File: config.mk
export PLATFORM = sky130hd
export DESIGN_NAME = pwm12_decode
export DESIGN_NICKNAME = d
export VERILOG_FILES = /design/src/rtl/pwm12_decode.sv
export SDC_FILE = /design/constraint.sdc
export NUM_CORES = 1
export LEC_CHECK = 0
export CORE_AREA = 8 8 73 75
export DETAILED_ROUTE_END_ITERATION = 10
export DIE_AREA = 0 0 81 83
export DONT_BUFFER_PORTS = 1
export PLACE_DENSITY = 0.75
export SLEW_MARGIN = 40
export SYNTH_ARGS = -nofsm -noshare
export SYNTH_HDL_FRONTEND = slang
export SYNTH_SLANG_ARGS = --single-unit
File: constraint.sdc
create_clock -name clk -period 3 [get_ports clk]
set_input_delay 0.45 -clock clk [delete_from_list [all_inputs] [get_ports clk]]
set_output_delay 0.45 -clock clk [all_outputs]
set_load 0.1 [all_outputs]
File: src/rtl/pwm12_decode.sv
// pwm12_decode: measures high time and rising-to-rising period of an asynchronous PWM input,
// and flags a line that stops toggling.
module pwm12_decode #(
  parameter logic [12:0] TIMEOUT = 13'h1FFF
) (
  input  logic        clk,
  input  logic        rst_n,
  input  logic        pwm_in,
  output logic [11:0] duty,
  output logic [12:0] period,
  output logic        vld,
  output logic        stuck_hi,
  output logic        stuck_lo
);
  localparam logic [1:0] IDLE = 2'd0;
  localparam logic [1:0] HIGH = 2'd1;
  localparam logic [1:0] LOW  = 2'd2;
  logic [1:0]  sync_q, sync_d;
  logic        prev_q, prev_d;
  logic [1:0]  state_q, state_d;
  logic [11:0] high_cnt_q, high_cnt_d;
  logic [12:0] per_cnt_q, per_cnt_d;
  logic [11:0] duty_q, duty_d;
  logic [12:0] period_q, period_d;
  logic        vld_q, vld_d;
  logic        stuck_hi_q, stuck_hi_d;
  logic        stuck_lo_q, stuck_lo_d;
  logic        lvl, rise, fall, report, timeout;
  always_comb begin
    lvl        = sync_q[1];
    rise       = lvl & ~prev_q;
    fall       = ~lvl & prev_q;
    report     = rise & (state_q == LOW);
    // IDLE counts toward a timeout only until it has fired once
    timeout    = ~rise & (per_cnt_q == TIMEOUT) &
                 ((state_q != IDLE) | ~(stuck_hi_q | stuck_lo_q));
    sync_d     = {sync_q[0], pwm_in};
    prev_d     = lvl;
    state_d    = rise ? HIGH : timeout ? IDLE : (state_q == HIGH && fall) ? LOW : state_q;
    per_cnt_d  = rise ? 13'd1 : per_cnt_q + {12'd0, per_cnt_q != 13'h1FFF};
    high_cnt_d = rise ? 12'd1 :
                 high_cnt_q + {11'd0, (state_q == HIGH) & lvl & (high_cnt_q != 12'hFFF)};
    duty_d     = report ? high_cnt_q : timeout ? {12{lvl}} : duty_q;
    period_d   = report ? per_cnt_q : timeout ? 13'd0 : period_q;
    vld_d      = report | timeout;
    stuck_hi_d = ~rise & (stuck_hi_q | (timeout & lvl));
    stuck_lo_d = ~rise & (stuck_lo_q | (timeout & ~lvl));
  end
  always_ff @(posedge clk or negedge rst_n) begin
    if (!rst_n) begin
      sync_q     <= '0;
      prev_q     <= 1'b0;
      state_q    <= IDLE;
      high_cnt_q <= '0;
      per_cnt_q  <= '0;
      duty_q     <= '0;
      period_q   <= '0;
      vld_q      <= 1'b0;
      stuck_hi_q <= 1'b0;
      stuck_lo_q <= 1'b0;
    end else begin
      sync_q     <= sync_d;
      prev_q     <= prev_d;
      state_q    <= state_d;
      high_cnt_q <= high_cnt_d;
      per_cnt_q  <= per_cnt_d;
      duty_q     <= duty_d;
      period_q   <= period_d;
      vld_q      <= vld_d;
      stuck_hi_q <= stuck_hi_d;
      stuck_lo_q <= stuck_lo_d;
    end
  end
  assign duty     = duty_q;
  assign period   = period_q;
  assign vld      = vld_q;
  assign stuck_hi = stuck_hi_q;
  assign stuck_lo = stuck_lo_q;
endmodule

Word level (Yosys, flattened, before mapping) --
Cells that the tools add are included.
Cells by class: $add $sub $neg 2, multiply operators 0, div/mod/pow operators 0, magnitude comparators 0, equality and inequality tests 5, shift operators 0, mux-type cells 9, bitwise gates (word level) 20, reduce and logical (&&, ||, !) cells 4
Operator list (number):
- 13-bit 2-to-1 mux | 3
- 12-bit 2-to-1 mux | 3
- 13-bit by 1-bit adder with 13-bit output | 1
- 13-bit equality test, second input constant | 1
- 13-bit inequality test, second input constant | 1
- 12-bit by 1-bit adder with 12-bit output | 1
- 12-bit inequality test, second input constant | 1
- 1-bit bitwise AND | 11
- 2-bit 2-to-1 mux | 3
- 1-bit OR | 5
- 1-bit inverter | 4
- 2-bit nonzero test | 2
- 3-bit nonzero test | 1
- 2-bit by 1-bit equality test with 1-bit output, second input constant | 1
- 2-bit equality test, second input constant | 1
- 1-bit logical AND | 1
Word-level totals: register bits after elaboration 58, latch bits 0, bits in writable memories 0, ROM bits 0, input port bits 3, output and inout port bits 28, word-level logic and storage cells 50, memories kept 0

Longest topological paths before layout --
Gate-level depths: netlist of the first run.
depth after elaboration 8, mapped depth 10, depth with buffers taken out 9

Worst setup path after synthesis of the first run --
No wires, ideal clock.
path kind register -> register, start register stuck_lo_q (netlist: stuck_lo), end register duty_q[10] (netlist: duty[10]), library setup time 0.123 ns, arrival time 2.088 ns, required time 2.877 ns, path slack 0.789 ns, cell stages (with the launch flop) 6, buffers on the path 1, clock period less this slack 2.211 ns, cells stage by stage dfrtp_1 > o21ai_0 > a31oi_4 > clkinv_4 > buf_12 > o221a_2
On the way: cells in the longest elaborated chain, start to end 5
Ends and longest elaborated chain:
- start, declared | RTL line 27 | logic stuck_lo_q, stuck_lo_d;
- start signal, assigned | RTL line 71 | stuck_lo_q <= stuck_lo_d;
- 1-bit OR | RTL line 36 | ((state_q != IDLE) | ~(stuck_hi_q | stuck_lo_q));
- 1-bit inverter | RTL line 36
- 1-bit OR | RTL line 36
- 1-bit bitwise AND | RTL line 35 | timeout = ~rise & (per_cnt_q == TIMEOUT) &
- 2-bit nonzero test (no line)
- end signal, assigned | RTL line 67 | duty_q <= duty_d;
- end, declared | RTL line 23 | logic [11:0] duty_q, duty_d;
Every way passes these cells. A chain may end at the register's enable or synchronous reset.

Worst setup path in the final report of the first run --
start register per_cnt_q[5], end register per_cnt_q[8]
On the way: cells in the longest elaborated chain, start to end 3
Ends and longest elaborated chain:
- start, declared | RTL line 22 | logic [12:0] per_cnt_q, per_cnt_d;
- start signal, assigned | RTL line 66 | per_cnt_q <= per_cnt_d;
- 13-bit inequality test | RTL line 40 | per_cnt_d = rise ? 13'd1 : per_cnt_q + {12'd0, per_cnt_q != 13'h1FFF};
- 13-bit by 1-bit adder with 13-bit output * | RTL line 40
- 13-bit 2-to-1 mux * | RTL line 40
- net per_cnt_d[8] | RTL line 22
The timed path passes the listed nets; every way through them passes the cells marked *.

==> results of run 1 <==
==> registers in the layout, indices dropped and copies added (netlist names) <==
| register | flops |
|---|---|
| period | 13 |
| prev_q | 1 |
| high_cnt_q | 12 |
| sync_q | 2 |
| per_cnt_q | 13 |
| duty | 12 |
| state_q | 2 |
| stuck_hi | 1 |
| stuck_lo | 1 |
| vld | 1 |
==> worst paths after layout <==
check                             start      endpoint  slack [ns]  depth (start not counted)
min                              pwm_in     sync_q[0]        0.14                          0
max in group asynchronous         rst_n       duty[1]        2.11                          2
max reg2reg                per_cnt_q[5]  per_cnt_q[8]        0.54                          9
max                        per_cnt_q[5]  per_cnt_q[8]        0.54                          9
min reg2reg                   sync_q[0]     sync_q[1]        0.35                          0
min in group asynchronous         rst_n  per_cnt_q[6]        0.63                          2
==> cell type report <==
class                           instances  area, sq um
Clock inverter                          3         15.0
Clock buffer                           13          159
Fill cell                             326         1420
Timing Repair Buffer                    6         63.8
Sequential cell                        58         1480
Inverter                                4         20.0
Multi-Input combinational cell        135          973
Tap cell                               52         65.1
==> synthesized netlist by cell type (4+ instances only) <==
library cell and n:
nor2_1 22, xor2_1 12, a21oi_1 5, nand2_1 13, nand3_1 8, xnor2_1 7, nand4_1 7, o221a_2 12
clkbuf_1 4, dfrtp_1 58, a22o_1 10, nor3_1 5, ha_1 4
==> routing by layer <==
metal	vias up	share of wire	GRT usage	routed length (microns)
met4	0	0.020	0.102	99
met5	-	0	0	0
met1	836	0.44	0.205	2200
met2	61	0.45	0.227	2250
li1	765	-	-	-
met3	12	0.098	0.0560	496
==> placed cells by master (no fill, tap or decap), types with 3 or more instances in the layout <==
| master | n |
|---|---|
| a21oi_1 | 5 |
| a22o_1 | 10 |
| a22o_2 | 3 |
| and4_1 | 3 |
| buf_4 | 3 |
| clkbuf_8 | 11 |
| clkinv_2 | 3 |
| dfrtp_1 | 32 |
| dfrtp_2 | 26 |
| ha_1 | 4 |
| inv_1 | 3 |
| nand2_1 | 13 |
| nand2b_1 | 3 |
| nand3_1 | 8 |
| nand3b_1 | 3 |
| nand4_1 | 7 |
| nor2_1 | 22 |
| nor3_1 | 5 |
| o21ai_0 | 3 |
| o221a_2 | 12 |
| xnor2_1 | 7 |
| xor2_1 | 12 |
==> metrics by stage <==
step	worst slack (ns)	cells	util	total power, W	area, sq um
after floorplan	0.789	208	-	0.00211	2530
after global placement	0.715	252	0.601	0.00216	2530
after detailed placement	0.550	253	0.610	0.00220	2570
after CTS	0.539	271	0.661	0.00285	2780
after global routing	0.373	271	0.661	0.00294	2780
final	0.544	271	0.661	0.00283	2780
==> power groups by stage <==
stage                     sequential, W  combinational, W  clock, W
after floorplan                 0.00186          0.000254         0
after global placement          0.00192          0.000234         0
after detailed placement        0.00196          0.000241         0
after CTS                       0.00195          0.000269  0.000636
after global routing            0.00197          0.000297  0.000681
final                           0.00194          0.000263  0.000630
==> worst max-delay path, stage by stage, from the launching register on <==
cell and delay, ns:
dfrtp_1 0.48, nand4_2 0.17, nor4_4 0.46, inv_1 0.12, ha_1 0.27, ha_1 0.26
and4_1 0.26, nand4_1 0.12, xor2_1 0.15, nor2_1 0.05
==> logic make-up after synthesis <==
kind of cell / Yosys count / share of synthesized area
compound gates: 36 / 0.130
buf+inv: 15 / 0.0445
flops: 58 / 0.573
simple gates: 76 / 0.167
xor+xnor: 19 / 0.0657
fa+ha+maj: 4 / 0.0198
==> results.tsv, run 1 <==
metric	value	unit
pin_count	31	
seqPwrFrac	0.685	
cts_setup_buffers	0	
synth-main-ff-cell	dfrtp_1	
drtAntennaViolNets	0	
cts.sinks	58	
clockRootBuffer	clkbuf_8	
finalCritPeriodShare	0.819	
start_util	0.602	
finalSetupTns	0	ns
netSwitchingPower	0.00139	W
cts_tree	yes	
nets	221	
end_kind	flip-flop	
routabilityCongestion	0.875	
hold_ws	0.139	ns
async_flop_share	1.00	
worstSetupPathType	flip-flop to flip-flop	
num_rows	24	
max_clock_freq	407	MHz
htreeDepth	3	
die_x	81	microns
power.density	1020	nW/um^2
num_vias	1674	
cp.arrival	2.68	ns
p_leak	1.19	nW
hold_viol	0	
cts-resized-gates	0	
yosys_warnings	0	
core-area	4200	sq um
clk_pin_slew	0.06	ns
synth.area.top_cells	dfrtp_1 57%, o221a_2 5.3%, xor2_1 4.2%	
finClkSkew	0.00935	ns
dieArea	6720	sq um
io_buffer_count	0	
synth_edf_count	0	
route.detailed.drc	0	
fin_crit	2.46	ns
yosysUniqueCellTypes	38	
gr-total-overflow	0	
avgSynthCellArea	12.2	sq um
crit_fanout	7	
drv_slew	0	
swShare	0.491	
p_clk_frac	0.222	
drtPass1Iterations	4	
synth_top_area_share	0.573	
finalSetupViolCount	0	
synth_seq_area_share	0.573	
outcome	complete, no violations	
num_antenna_cells	0	
grt_usage	0.162	
die_h	83	microns
grt_pass1_vias	1701	
drtIter0Drc	140	
worstPathRequired	3.22	ns
grt_max_degree	59	
wl	5.05	mm
min_path_type	input port to flip-flop	
syn_inst	208	
cts.path.max_buffers	2	
synth_area	2530	sq um
synth_fp_nets	215	
layout-drive-gt1-share	0.301	
antenna_found_initial	0	
tightest_slew	0.685	ns
netlist.top_cell.by_area	dfrtp_1	
start_kind	flip-flop	
vias_per_cell	6.18	
grt_pass1_wl	8.42	mm
timing.max_cap.violations	0	
grt_setup_unrepaired	false	
ir_worst_vdd	0.000551	V
area_growth	9.84	%
hold_buffers	2	
p_int	0.00144	W
hpwl	3.31	mm
power_frac_comb	0.093	
worstSkewPairLatency	0.34	ns
numCtsBuffers	9	
ys_ff_latch	58	
routedWlPerCell	18.6	microns
slew_headroom	0.543	
Note: power is estimated with default switching activity, not from simulation.
==> run 2: changes to the inputs <==
Settings changed: ABC_AREA set to 1, CORE_AREA 8 8 73 75 to 8 8 80 82, DIE_AREA 0 0 81 83 to 0 0 88 90, PLACE_DENSITY 0.75 to 0.71.
Clock period 3 ns to 2.2 ns, I/O delays scaled along.
==> results.tsv, run 2 <==
metric	value	unit	change
gr-total-overflow	0		unchanged
layoutNonFillerInstCount	439		+62%
worst_slack	0.313	ns	-0.232 ns
cts_tree	yes		
yosys_warnings	0		unchanged
final_area	3300	sq um	+19%
num_vias	2216		+32%
p_leak	1.68	nW	+41%
synth_xor_area_frac	0.00622		-0.0595
r2r_cells	9		unchanged
routedWlPerCell	13.1	microns	-30%
crit_chain	nand2_2 -> nor2_4 -> nand4_1 -> ha_1 -> ha_1 -> nand2_1 -> nor2_1 -> xnor2_1 -> nor2_1		
hold_viol	0		unchanged
worstPathRequired	2.41	ns	-0.81 ns
dieArea	7920	sq um	+18%
routabilityCongestion	0.909		+3.8%
drtAntennaViolNets	0		unchanged
num_antenna_cells	0		unchanged
grt_setup_unrepaired	false		
cp.arrival	2.10	ns	-0.58 ns
numCtsBuffers	9		unchanged
crit_fanout	5		-2
grt_usage	0.158		-0.00387
synth_top_family_by_area	simple AND/OR/NAND/NOR gates		
synth-main-ff-cell	dfrtp_1		
grt_max_degree	59		unchanged
cts_setup_buffers	0		unchanged
r2r_setup_slack	0.31	ns	-0.23 ns
cts.path.max_buffers	2		unchanged
crit_buf_inv	0		-1
max_stage_delay	0.44	ns	-0.04 ns
htreeDepth	3		unchanged
cpLargestDelayFamily	simple AND/OR/NAND/NOR gates		
power.density	1230	nW/um^2	+21%
whs_path_depth	0		unchanged
hpwl	4.01	mm	+21%
area_growth	17.4	%	
synth_edf_count	0		unchanged
synth_seq_area_share	0.516		-0.0579
worstSetupPathType	flip-flop to flip-flop		
wirelength_met1	2.81	mm	+27%
finalCritPeriodShare	0.858		+0.0394
yosysMostFrequentCell	nand2_1		
tightest_slew	0.438	ns	-0.247 ns
route.detailed.drc	0		unchanged
netlist.top_cell.by_area	dfrtp_1		
final_cell_mix	90 x nand2_1, 58 x dfrtp_1, 35 x nor2_1		
clockRootBuffer	clkbuf_8		
core-area	5240	sq um	+25%
drv_slew	0		unchanged
nets	369		+67%
avgSynthCellArea	8.53	sq um	-30%
synth_common_cells	90 x nand2_1, 58 x dfrtp_1, 35 x nor2_1, 32 x nand3_1, 28 x inv_1		
nFillCells	454		+39%
cp_num_cells	9		unchanged
place_area	3050	sq um	+19%
dpl.cell_count	421		+66%
synth_top_area_share	0.516		-0.0579
p_total	0.00407	W	+43%
final_common_cell	nand2_1		
synthAdderAreaFrac	0.0178		-0.00199
outcome	complete, no violations		
fin_crit	1.89	ns	-0.568 ns
start_util	0.538		-0.0644
yosys.area_share.simple	0.322		+0.155
max_clock_freq	530	MHz	+30%
synthMuxAreaShare	0		unchanged
synth_compound_area_frac	0.0707		-0.0588
io_buffer_count	0		unchanged
worstSkewPairLatency	0.34	ns	about the same
syn_inst	330		+59%
drtPass1Iterations	4		unchanged
die_x	88	microns	+8.6%
slew_headroom	0.708		+0.165
antenna_found_initial	0		unchanged
min_path_type	input port to flip-flop		
wl	5.76	mm	+14%
grt_pass1_wl	9.94	mm	+18%
pre_cts_ws	0.355	ns	-0.196 ns
vias_per_cell	5.05		-18%
slowest_stage	dfrtp_1		
dr.max_layer_used	met4		
timing.max_cap.violations	0		unchanged
met3_wirelength	277	microns	-44%
finalSetupViolCount	0		unchanged
num_rows	27		+13%
ys_ff_latch	58		unchanged
ir_worst_vdd	0.000679	V	+23%
cts.sinks	58		unchanged
async_flop_share	1.00		unchanged
finalSetupTns	0	ns	unchanged
start_kind	flip-flop		
clk_pin_slew	0.06	ns	about the same
dr_wl_met2	2.56	mm	+14%
layout-drive-gt1-share	0.191		-0.111
synth.area.top_cells	dfrtp_1 52%, nand2_1 12%, nand3_1 5.7%		
end_kind	flip-flop		
grt_pass1_vias	2194		+29%
yosysUniqueCellTypes	30		-21%
synth_area	2820	sq um	+11%
drtIter0Drc	136		-2.9%
pin_count	31		unchanged
die_h	90	microns	+8.4%
finClkSkew	0.00755	ns	-0.00180 ns
synth_fp_nets	337		+57%
run 2: cell count changes after synthesis, sizes merged, moves of 6 or more:
| cell | delta |
|---|---|
| nand2 | +89 |
| xnor2 | -6 |
| inv | +28 |
| o21ai | +16 |
| xor2 | -11 |
| a22o | -13 |
| nand3 | +24 |
| a21oi | +11 |
| o221a | -12 |
| nor2 | +18 |
run 2: cell families after synthesis:
group	Yosys count
AOI/OAI and AO/OA	36
xor gates and xnor gates	2
adders and majority gates	4
buffers and inverters	41
DFF	58
and+or+nand+nor	189
run 2: area by class of cell:
type                    count  area, sq um  share of cell area
multi-input cells         231         1170               0.355
clock inverters             5         77.6              0.0235
clock buffers              11          141              0.0428
inverters                  31          116              0.0352
well taps                  72         90.1              0.0273
repair buffers             31          255              0.0772
flip-flops and latches     58         1450               0.439
run 2: metrics by stage:
stage               hold slack [ns]  utilization
detailed placement           0.0366        0.582
floorplan                    0.0344            -
global placement             0.0369        0.582
CTS                         0.00515        0.631
finish                       0.0191        0.631
global route                0.00651        0.631
run 2: timing repair:
| action | CTS | global route |
|---|---|---|
| endpoints found under the hold margin | 58 | 0 |
| hold buffers | 2 | 0 |
| resized for setup | 0 | 0 |
run 2: path summary, 6_finish.rpt:
path	startpoint	to
max in group asynchronous	rst_n	high_cnt_q[1]
hold reg to reg	sync_q[0]	sync_q[1]
setup / recovery	per_cnt_q[5]	per_cnt_q[8]
setup reg to reg	per_cnt_q[5]	per_cnt_q[8]
min in group asynchronous	rst_n	per_cnt_q[10]
hold / removal	pwm_in	sync_q[0]
run 2: where the power goes:
| group | internal, W | switching [W] |
|---|---|---|
| clock network | 0.000665 | 0.000419 |
| logic | 0.000314 | 0.00126 |
| registers | 0.00127 | 0.000139 |
| total | 0.00224 | 0.00182 |
run 2: layer usage:
layer | vias up | global-route usage
met1 | 1034 | 0.206
met2 | 54 | 0.234
met4 | 0 | 0.0789
li1 | 1119 | -
met5 | - | 0
met3 | 9 | 0.0400
==> run 3: changes to the inputs <==
Settings changed: CELL_PAD_IN_SITES_DETAIL_PLACEMENT set to 2, CELL_PAD_IN_SITES_GLOBAL_PLACEMENT set to 2, CORE_AREA 8 8 80 82 to 8 8 100 102, DIE_AREA 0 0 88 90 to 0 0 108 110, TNS_END_PERCENT set to 10.
==> results.tsv, run 3 (synthesized netlist as in run 2, its figures left out) <==
metric	value	unit	change
outcome	complete, no violations		
layout-drive-gt1-share	0.201		+0.00981
p_int	0.00210	W	-6.5%
place_area	3100	sq um	+1.7%
grt_usage	0.144		-0.0141
antenna_found_initial	0		unchanged
nets	371		+0.54%
timing.max_cap.violations	0		unchanged
finalSetupViolCount	0		unchanged
drtPass1Iterations	4		unchanged
finClkSkew	0.0108	ns	+0.00330 ns
hold_viol	0		unchanged
max_clock_freq	499	MHz	-5.7%
cts_tree	yes		
routabilityCongestion	0.810		-11%
drtIter0Drc	101		-26%
grt_setup_unrepaired	false		
power.density	1190	nW/um^2	-3.1%
num_vias	2325		+4.9%
gr-total-overflow	0		unchanged
finalSetupTns	0	ns	unchanged
cts.path.max_buffers	2		unchanged
num_antenna_cells	0		unchanged
r2r_cells	9		unchanged
worstPathRequired	2.41	ns	about the same
whs_path_depth	0		unchanged
nFillCells	981		+120%
numCtsBuffers	9		unchanged
min_path_type	flip-flop to flip-flop		
hpwl	5.33	mm	+33%
power_frac_comb	0.406		+0.018
grt_max_degree	59		unchanged
start_kind	flip-flop		
grt_pass1_vias	2561		+17%
worstSetupPathType	flip-flop to flip-flop		
p_leak	1.68	nW	-0.19%
area_growth	18.7	%	
drv_slew	0		unchanged
die_x	108	microns	+23%
grt_pass1_wl	13.1	mm	+32%
netSwitchingPower	0.00188	W	+3.4%
vias_per_cell	4.87		-3.4%
dpl.cell_count	458		+8.8%
htreeDepth	3		unchanged
swShare	0.473		+0.0250
final_common_cell	nand2_1		
cts_setup_buffers	0		unchanged
wl	7.74	mm	+34%
ff_latch_area	1450	sq um	unchanged
post-route-util	0.395		-0.236
routedWlPerCell	16.2	microns	+24%
num_rows	34		+26%
pin_count	31		unchanged
final_cell_mix	89 x nand2_1, 58 x dfrtp_1, 33 x nor2_1		
cp.arrival	2.21	ns	+0.11 ns
worstSkewPairLatency	0.34	ns	about the same
finalCritPeriodShare	0.910		+0.0523
p_clk_frac	0.240		-0.027
layoutNonFillerInstCount	477		+8.7%
die_h	110	microns	+22%
cts.sinks	58		unchanged
multi_input_area	1180	sq um	+0.64%
io_buffer_count	0		unchanged
ir_worst_vdd	0.000367	V	-46%
end_kind	flip-flop		
route.detailed.drc	0		unchanged
tightest_slew	0.544	ns	+0.106 ns
final_area	3340	sq um	+1.1%
dieArea	11900	sq um	+50%
clockRootBuffer	clkbuf_8		
clk_pin_slew	0.07	ns	about the same
slew_headroom	0.637		-0.0709
drtAntennaViolNets	0		unchanged
seqPwrFrac	0.353		+0.008
start_util	0.333		-0.205
core-area	8470	sq um	+62%
crit_fanout	5		unchanged
fin_crit	2.00	ns	+0.115 ns
## run 3: cell types whose count changed in the layout (fill, tap and decap cells not counted)
cell | before | now
nor2_2 | 1 | 3
nand2_2 | 8 | 9
dlygate4sd3_1 | 1 | 2
nand2_1 | 90 | 89
clkbuf_8 | 10 | 9
bufinv_16 | 2 | 1
clkinv_2 | 2 | 4
nor2_1 | 35 | 33
buf_4 | 29 | 30
## run 3: per-stage QoR
stage | hold slack (ns) | setup slack (ns) | power [W]
final | 0.348 | 0.198 | 0.00398
after global routing | 0.355 | 0.0220 | 0.00421
after CTS | 0.352 | 0.119 | 0.00404
after detailed placement | 0.0370 | 0.190 | 0.00303
after global placement | 0.0374 | 0.255 | 0.00299
after floorplan | 0.0344 | 0.421 | 0.00266
## run 3: repair_timing
action / 4_1_cts / 5_1_grt
hold buffers: 3 / 0
resized for setup: 0 / 3
endpoints found under the setup margin: 0 / 4
hold endpoints to repair: 59 / 0
## run 3: worst max-delay path: stages, from the launching register on
cell	delay, ns
dfrtp_1	0.46
nand2_2	0.11
nor2_4	0.16
nand4_1	0.12
ha_1	0.28
ha_1	0.29
nand2_2	0.15
nor2_1	0.08
xnor2_1	0.15
nor2_1	0.07
## run 3: worst paths after layout
kind	start	to	slack, ns
setup / recovery	per_cnt_q[8]	per_cnt_q[8]	0.20
hold / removal	sync_q[0]	sync_q[1]	0.35
setup reg to reg	per_cnt_q[8]	per_cnt_q[8]	0.20
hold reg to reg	sync_q[0]	sync_q[1]	0.35
max in group asynchronous	rst_n	per_cnt_q[4]	1.42
min in group asynchronous	rst_n	per_cnt_q[11]	0.50
## run 3: final cells by class
| type | instances | area share |
|---|---|---|
| clock buffers | 10 | 0.0382 |
| clock inverters | 6 | 0.0172 |
| inverters | 31 | 0.0348 |
| flip-flops and latches | 58 | 0.434 |
| well taps | 108 | 0.0404 |
| multi-input cells | 231 | 0.353 |
| repair buffers | 33 | 0.0816 |
## run 3: power groups by stage
stage               Combinational [W]  Sequential [W]  Clock, W
floorplan                    0.000333         0.00233         0
global placement              0.00157         0.00141         0
detailed placement            0.00160         0.00143         0
CTS                           0.00164         0.00141  0.000993
global route                  0.00172         0.00144   0.00104
finish                        0.00162         0.00141  0.000958
## run 3: metal layers
layer | wire length (microns) | track usage | up-vias
li1 | - | - | 1128
met1 | 3730 | 0.181 | 1152
met2 | 3630 | 0.231 | 36
met3 | 271 | 0.0384 | 9
met4 | 110 | 0.0565 | 0
met5 | 0 | 0 | -
